$ cat src/rtl/watch_ctrl_fsm.sv
// Button decode for the stopwatch (run level, clear pulse) and clock set (inc pulses); registered outputs one edge after a rise.
// WATCH_AUTO_REPEAT_EN adds hold-to-auto-repeat of set pulses; otherwise each set press yields exactly one pulse.
module watch_ctrl_fsm #(
  parameter int HOLD_CYCLES   = 50_000_000,
  parameter int REPEAT_CYCLES = 10_000_000,
  parameter int CNT_W         = 26
) (
  input  logic       clk,
  input  logic       rst,
  input  logic       sw_mode,
  input  logic       btn_run,
  input  logic       btn_clear,
  input  logic       btn_sec,
  input  logic       btn_min,
  input  logic       btn_hour,
  output logic       sw_run,
  output logic       sw_clear,
  output logic       inc_sec,
  output logic       inc_min,
  output logic       inc_hour,
  output logic [1:0] sw_state
);

  typedef enum logic [1:0] {SW_STOP = 2'b00, SW_RUN = 2'b01, SW_CLEAR = 2'b10} sw_state_e;

`ifdef WATCH_AUTO_REPEAT_EN
  typedef enum logic [1:0] {SET_IDLE, SET_HOLD, SET_REPEAT} set_state_e;
  localparam logic [CNT_W-1:0] HOLD_LAST   = CNT_W'(HOLD_CYCLES - 1);
  localparam logic [CNT_W-1:0] REPEAT_LAST = CNT_W'(REPEAT_CYCLES - 1);
  logic [CNT_W-1:0] cnt_q, cnt_d;
`else
  typedef enum logic {SET_IDLE, SET_WAIT_RELEASE} set_state_e;
  localparam int cfg_unused = HOLD_CYCLES + REPEAT_CYCLES + CNT_W;
`endif

  logic [4:0] btn_vec, prev_q, rise;
  logic [2:0] set_rise, pick, owner_q, owner_d, inc_q, inc_d;
  logic       owner_held;
  logic       sw_run_q, sw_run_d, sw_clear_q, sw_clear_d;
  sw_state_e  sw_state_q, sw_state_d;
  set_state_e set_state_q, set_state_d;

  // History runs in both modes so a button held across a mode switch needs a fresh press.
  assign btn_vec    = {btn_hour, btn_min, btn_sec, btn_clear, btn_run};
  assign rise       = btn_vec & ~prev_q;
  assign set_rise   = rise[4:2];
  assign pick       = set_rise[2] ? 3'b100 : (set_rise[1] ? 3'b010 : 3'b001);
  assign owner_held = |(owner_q & btn_vec[4:2]);

  always_comb begin
    sw_state_d = sw_state_q;
    unique case (sw_state_q)
      SW_STOP: begin
        if (!sw_mode) begin
          if (rise[0])      sw_state_d = SW_RUN;
          else if (rise[1]) sw_state_d = SW_CLEAR;
        end
      end
      SW_RUN:   if (!sw_mode && rise[0]) sw_state_d = SW_STOP;
      // Leaves CLEAR even in set mode so sw_clear never stretches past one cycle.
      SW_CLEAR: sw_state_d = SW_STOP;
      default:  sw_state_d = SW_STOP;
    endcase
    sw_run_d   = (sw_state_d == SW_RUN);
    sw_clear_d = (sw_state_d == SW_CLEAR);
  end

  always_comb begin
    set_state_d = set_state_q;
    owner_d     = owner_q;
    inc_d       = 3'b000;
`ifdef WATCH_AUTO_REPEAT_EN
    cnt_d       = cnt_q;
`endif
    if (!sw_mode) begin
      set_state_d = SET_IDLE;
      owner_d     = 3'b000;
`ifdef WATCH_AUTO_REPEAT_EN
      cnt_d       = '0;
`endif
    end else begin
      unique case (set_state_q)
        SET_IDLE: begin
          if (|set_rise) begin
            owner_d = pick;
            inc_d   = pick;
`ifdef WATCH_AUTO_REPEAT_EN
            cnt_d       = '0;
            set_state_d = SET_HOLD;
`else
            set_state_d = SET_WAIT_RELEASE;
`endif
          end
        end
`ifdef WATCH_AUTO_REPEAT_EN
        SET_HOLD, SET_REPEAT: begin
          if (!owner_held) begin
            set_state_d = SET_IDLE;
            owner_d     = 3'b000;
            cnt_d       = '0;
          end else if (cnt_q == ((set_state_q == SET_HOLD) ? HOLD_LAST : REPEAT_LAST)) begin
            inc_d       = owner_q;
            cnt_d       = '0;
            set_state_d = SET_REPEAT;
          end else begin
            cnt_d = cnt_q + CNT_W'(1);
          end
        end
`else
        SET_WAIT_RELEASE: begin
          if (!owner_held) begin
            set_state_d = SET_IDLE;
            owner_d     = 3'b000;
          end
        end
`endif
        default: begin
          set_state_d = SET_IDLE;
          owner_d     = 3'b000;
        end
      endcase
    end
  end

  always_ff @(posedge clk or negedge rst) begin
    if (!rst) begin
      prev_q      <= '0;
      sw_state_q  <= SW_STOP;
      sw_run_q    <= 1'b0;
      sw_clear_q  <= 1'b0;
      set_state_q <= SET_IDLE;
      owner_q     <= 3'b000;
      inc_q       <= 3'b000;
`ifdef WATCH_AUTO_REPEAT_EN
      cnt_q       <= '0;
`endif
    end else begin
      prev_q      <= btn_vec;
      sw_state_q  <= sw_state_d;
      sw_run_q    <= sw_run_d;
      sw_clear_q  <= sw_clear_d;
      set_state_q <= set_state_d;
      owner_q     <= owner_d;
      inc_q       <= inc_d;
`ifdef WATCH_AUTO_REPEAT_EN
      cnt_q       <= cnt_d;
`endif
    end
  end

  assign sw_run   = sw_run_q;
  assign sw_clear = sw_clear_q;
  assign sw_state = sw_state_q;
  assign inc_sec  = inc_q[0];
  assign inc_min  = inc_q[1];
  assign inc_hour = inc_q[2];

endmodule
$ cat config.mk
export PLATFORM = sky130hd
export DESIGN_NAME = watch_ctrl_fsm
export DESIGN_NICKNAME = d
export VERILOG_FILES = /design/src/rtl/watch_ctrl_fsm.sv
export SDC_FILE = /design/constraint.sdc
export NUM_CORES = 1
export LEC_CHECK = 0
export ABC_CLOCK_PERIOD_IN_PS = 1200
export BUFFER_PORTS_ARGS = -buffer_cell sky130_fd_sc_hd__buf_2
export CORE_AREA = 2 2 39 41
export CTS_CLUSTER_SIZE = 8
export DETAILED_ROUTE_END_ITERATION = 8
export DIE_AREA = 0 0 41 43
export PLACE_DENSITY_LB_ADDON = 0.05
export SKIP_CTS_REPAIR_TIMING = 1
export SLEW_MARGIN = 10
export SYNTH_ARGS = -nofsm -noshare
export SYNTH_HDL_FRONTEND = slang
export SYNTH_SLANG_ARGS = --single-unit
$ cat constraint.sdc
create_clock -name clk -period 1.2 [get_ports clk]
set_input_delay 0.18 -clock clk [delete_from_list [all_inputs] [get_ports clk]]
set_output_delay 0.18 -clock clk [all_outputs]
set_load 0.02 [all_outputs]
==> qor.yml, run 1 <==
fin_ws_ps: 73.8
cts_root_buf: "clkbuf_4"
drive_above_1_share: 0.361
preCtsSetupSlack_ps: 57.5
die_area_um2: 1760
final_util: 0.532
port_buffers: 14
fin_skew_ps: 2.66
grt_overflow: 0
fillers: 125
yosys-mux-area-fraction: 0
hold_viol: 0
setup_violations: 0
seq_area_um2: 400
cp_max_fo: 5
start_kind: "flop"
fin_crit_ps: 1130
yosys_warnings: 0
synthAdderAreaFrac: 0
worst_pin_slew_ps: 353
multi_input_comb_area_um2: 189
ant_nets: 0
synth-simple-area-share: 0.200
antenna_found_initial: 0
grt_pass1_vias: 386
mostFrequentLayoutCells: "16 x dfrtp_1, 14 x buf_2, 4 x nor2_1"
totalWireLength_um: 995
drc_errors: 0
synth_compound_area_frac: 0.0968
status: "complete, no violations"
path_class: "reg -> reg"
initial_core_util: 0.420
coreArea_um2: 1380
ir_drop_uv: 1160
synth_xor_area_frac: 0.0151
ys_ff_latch: 16
die_y_um: 43
cp-end-kind: "flop"
synth_top_family_by_area: "simple AND/OR/NAND/NOR gates"
clkTransAtPathRegs_ps: 90
synth_largest_area_cell: "dfrtp_1"
whs_ps: 26.8
synth_top_area_share: 0.688
die_w_um: 41
grt_setup_unrepaired: "false"
io_pins: 15
cts_num_sinks: 16
crit_arrival_ps: 1300
htree_levels: 1
power_leakage_nw: 0.391
drtIter0Drc: 5
netlist_top_cells_area: "dfrtp_1 69%, a41o_1 5.2%, nor3b_2 4.3%, nand2b_1 3.2%, nor2_1 2.6%"
place.gp.congestion: 0.697
grt_use_total: 0.147
avgRoutedWirePerCell_um: 12.9
power_density_nw_per_um2: 1620
syn_inst: 41
antenna_cells: 0
clock_path_buffers: 2
maxCapViolations: 0
fin_crit_sh: 0.938
fin_tns_setup_ps: 0
grt_pass1_wl_um: 1680
seq_area_frac_synth: 0.688
drtPass1Iterations: 2
rows: 14
syn-cell-area_um2: 582
areaGrowthSynthToFinish_pct: 26.5
timing.fmax_mhz: 888
grt_max_degree: 17
hp-class: "in -> reg"
mostFrequentLayoutCell: "dfrtp_1"
vias: 389
vias_per_cell: 5.05
syn_nets: 49
clk_latency_ps: 270
slew_viol_final: 0
synth.distinct_cells: 15
synth.avg_cell_area_um2: 14.2
worst_ep_required_time_ps: 1370
cts_tree: "yes"
layout.nets: 70
numCtsBuffers: 3
relSlewSlack: 0.764
-- stage by stage --
step | area, um2 | cells | power (mW)
floorplan | 582 | 41 | 0.770
global placement | 672 | 71 | 0.851
detailed placement | 672 | 71 | 0.860
CTS | 708 | 75 | 1.20
global route | 736 | 77 | 1.27
finish | 736 | 77 | 1.19
-- worst paths after layout --
kind / slack, ps / endpoint / startpoint / depth (start not counted)
max: 70 / owner_q[2] / prev_q[4] / 3
min: 30 / prev_q[0] / btn_run / 1
max reg2reg: 70 / owner_q[2] / prev_q[4] / 3
min reg2reg: 530 / sw_state[0] / sw_state[1] / 1
max in group asynchronous: 610 / prev_q[1] / rst / 2
min in group asynchronous: 330 / prev_q[4] / rst / 2
-- area by class of cell --
cell class / count / area share
clock buffers: 4 / 0.0493
multi-input cells: 25 / 0.257
repair buffers: 16 / 0.122
well taps: 16 / 0.0272
flip-flops and latches: 16 / 0.544
-- flip-flops by register name, indices dropped and copies added, names as in the netlist --
signal,cells
prev_q,5
inc_q,3
owner_q,3
sw_state,2
set_state_q,1
sw_clear,1
sw_run,1
-- power by group --
group	internal, mW	switching (mW)	total, mW
logic	0.0871	0.137	0.224
clock network	0.184	0.155	0.340
registers	0.597	0.0334	0.631
total	0.869	0.325	1.19
-- kinds of logic after synthesis --
group | after synthesis
xor gates and xnor gates | 1
AOI/OAI and AO/OA | 6
and+or+nand+nor | 18
DFF | 16
-- layer usage --
layer | up-vias | GRT usage | wire length (um)
li1 | 193 | - | -
met1 | 185 | 0.191 | 423
met2 | 11 | 0.209 | 521
met3 | 0 | 0.0471 | 50
met4 | 0 | 0.0800 | 0
met5 | - | 0 | 0
-- critical path, stage by stage (launching register included) --
cell and delay (ps):
dfrtp_1 370, nand2b_1 180, a31o_1 230, a41o_1 240
-- synthesized netlist by cell type --
library cell,number
nand3_1,2
a22oi_1,1
nor2b_1,1
nor2_1,4
xnor2_1,1
nand2b_1,3
a41o_1,3
nor3b_2,2
a31o_1,1
nand2_1,2
nor4_1,2
dfrtp_1,16
nand2b_2,1
and4bb_1,1
o211a_1,1
Power figures use the tool's default switching activity.
==> run 2: changes to the inputs <==
--- a/config.mk
+++ b/config.mk
@@ -5,12 +5,12 @@
 export SDC_FILE = /design/constraint.sdc
 export NUM_CORES = 1
 export LEC_CHECK = 0
-export ABC_CLOCK_PERIOD_IN_PS = 1200
+export ABC_CLOCK_PERIOD_IN_PS = 1000
 export BUFFER_PORTS_ARGS = -buffer_cell sky130_fd_sc_hd__buf_2
-export CORE_AREA = 2 2 39 41
+export CORE_MARGIN = 2
+export CORE_UTILIZATION = 43
 export CTS_CLUSTER_SIZE = 8
 export DETAILED_ROUTE_END_ITERATION = 8
-export DIE_AREA = 0 0 41 43
 export PLACE_DENSITY_LB_ADDON = 0.05
 export SKIP_CTS_REPAIR_TIMING = 1
 export SLEW_MARGIN = 10
==> constraint.sdc (replaced) <==
create_clock -name clk -period 1 [get_ports clk]
set_input_delay 0.15 -clock clk [delete_from_list [all_inputs] [get_ports clk]]
set_output_delay 0.15 -clock clk [all_outputs]
set_load 0.02 [all_outputs]
==> run 2 against run 1 <==
  * The run now ends with setup timing left
  * Global-route usage increased by 3.3 points
  * Register-to-register slack got worse by 200 ps
  * Maximum frequency rose by 0.18%
  * First-iteration DRC count up 20%
  * Total power increased by 26%
  * Largest cell class unchanged
  * Design area increased by 8.2%
==> qor.yml, run 2 (same netlist as run 1, synthesis figures left out) <==
areaGrowthSynthToFinish_pct: 36.8
grt_pass1_vias: 411
avgRoutedWirePerCell_um: 15.9
drtIter0Drc: 6
place_inst: 72
cts_num_sinks: 16
totalWireLength_um: 1260
setup_violations: 5
fin_ws_ps: -124
cts_tree: "yes"
die_w_um: 40.8
numCtsBuffers: 3
initial_core_util: 0.453
grt_pass1_wl_um: 1790
largest_register: "prev_q"
status: "complete, but fails checks"
path_class: "reg -> reg"
port_buffers: 14
die_area_um2: 1660
start_kind: "flop"
grt_setup_unrepaired: "true"
clkTransAtPathRegs_ps: 90
cp-end-kind: "flop"
preCtsSetupSlack_ps: -124
place.gp.congestion: 0.916
layout.nets: 73
vias: 448
fin_skew_ps: 0.483
hp-class: "in -> reg"
power_leakage_nw: 0.416
htree_levels: 1
worst_pin_slew_ps: 339
ir_drop_uv: 1010
hold_viol: 0
timing.fmax_mhz: 890
drc_errors: 0
io_pins: 15
r2r_cells: 3
rows: 13
worst_ep_required_time_ps: 1180
grt_overflow: 0
relSlewSlack: 0.774
clk_latency_ps: 280
antenna_found_initial: 0
fin_crit_ps: 1120
vias_per_cell: 5.67
mostFrequentLayoutCells: "16 x dfrtp_1, 12 x buf_2, 4 x nor2_1"
drtPass1Iterations: 4
crit_arrival_ps: 1300
coreArea_um2: 1280
ant_nets: 0
fin_crit_sh: 1.12
clock_path_buffers: 2
fin_cells: 79
fin_tns_setup_ps: -392
drive_above_1_share: 0.438
die_y_um: 40.8
cp_max_fo: 5
min_path_cells: 1
cts_root_buf: "clkbuf_4"
failed_checks: "setup timing"
power_density_nw_per_um2: 1900
slew_viol_final: 0
grt_max_degree: 17
largest_reg_flops: 5
total_power_mw: 1.51
grt_use_total: 0.179
antenna_cells: 0
mostFrequentLayoutCell: "dfrtp_1"
biggestRegsByFlops: "prev_q (5), inc_q (3), owner_q (3)"
maxCapViolations: 0
dp_hpwl_um: 930
## run 2: changes by cell type in the layout (fill, tap and decap cells not counted)
cell           change
buf_2              -2
buf_4              +2
buf_6              +2
a22oi_1            -1
a22oi_2            +1
dlygate4sd3_1      +1
nand2b_1           -1
nand2b_4           +1
nand3_1            -1
nand3_2            +1
nor4_1             -1
nor4_2             +1
## run 2: report_power, final
group / switching, mW / leakage (nW) / internal, mW
Clock: 0.199 / 0.0210 / 0.222
Sequential: 0.0452 / 0.205 / 0.717
Combinational: 0.178 / 0.190 / 0.147
## run 2: cell type report
class / instances / area (um2)
Clock buffer: 4 / 36.3
Sequential cell: 16 / 400
Fill cell: 99 / 489
Tap cell: 15 / 18.8
Multi-Input combinational cell: 25 / 213
Timing Repair Buffer: 19 / 128
## run 2: final timing paths
| check | startpoint | to | slack [ps] |
|---|---|---|---|
| worst max-delay path | prev_q[4] | owner_q[2] | -120 |
| worst min-delay path | btn_sec | prev_q[2] | 5 |
| worst max register to register | prev_q[4] | owner_q[2] | -120 |
| worst min register to register | sw_state[1] | sw_state[0] | 550 |
| max in group asynchronous | rst | inc_q[2] | 470 |
| min in group asynchronous | rst | sw_state[0] | 290 |
## run 2: worst max-delay path, stage by stage (launching register included)
cell      delay [ps]
dfrtp_1          380
nand2b_4         150
a31o_1           240
a41o_1           240
## run 2: metrics by stage
stage / cell area (um2) / utilization / hold slack (ps)
3_5_place_dp: 701 / 0.545 / 67.2
3_3_place_gp: 701 / 0.545 / 60.9
6_report: 796 / 0.619 / 5.01
5_1_grt: 796 / 0.619 / 2.69
2_1_floorplan: 597 / - / -146
4_1_cts: 737 / 0.574 / -246
## run 2: routing by layer
layer,part of all wire,global-route usage
met2,0.55,0.309
met5,0,0
met3,0.062,0.0326
met1,0.36,0.196
met4,0.020,0.125
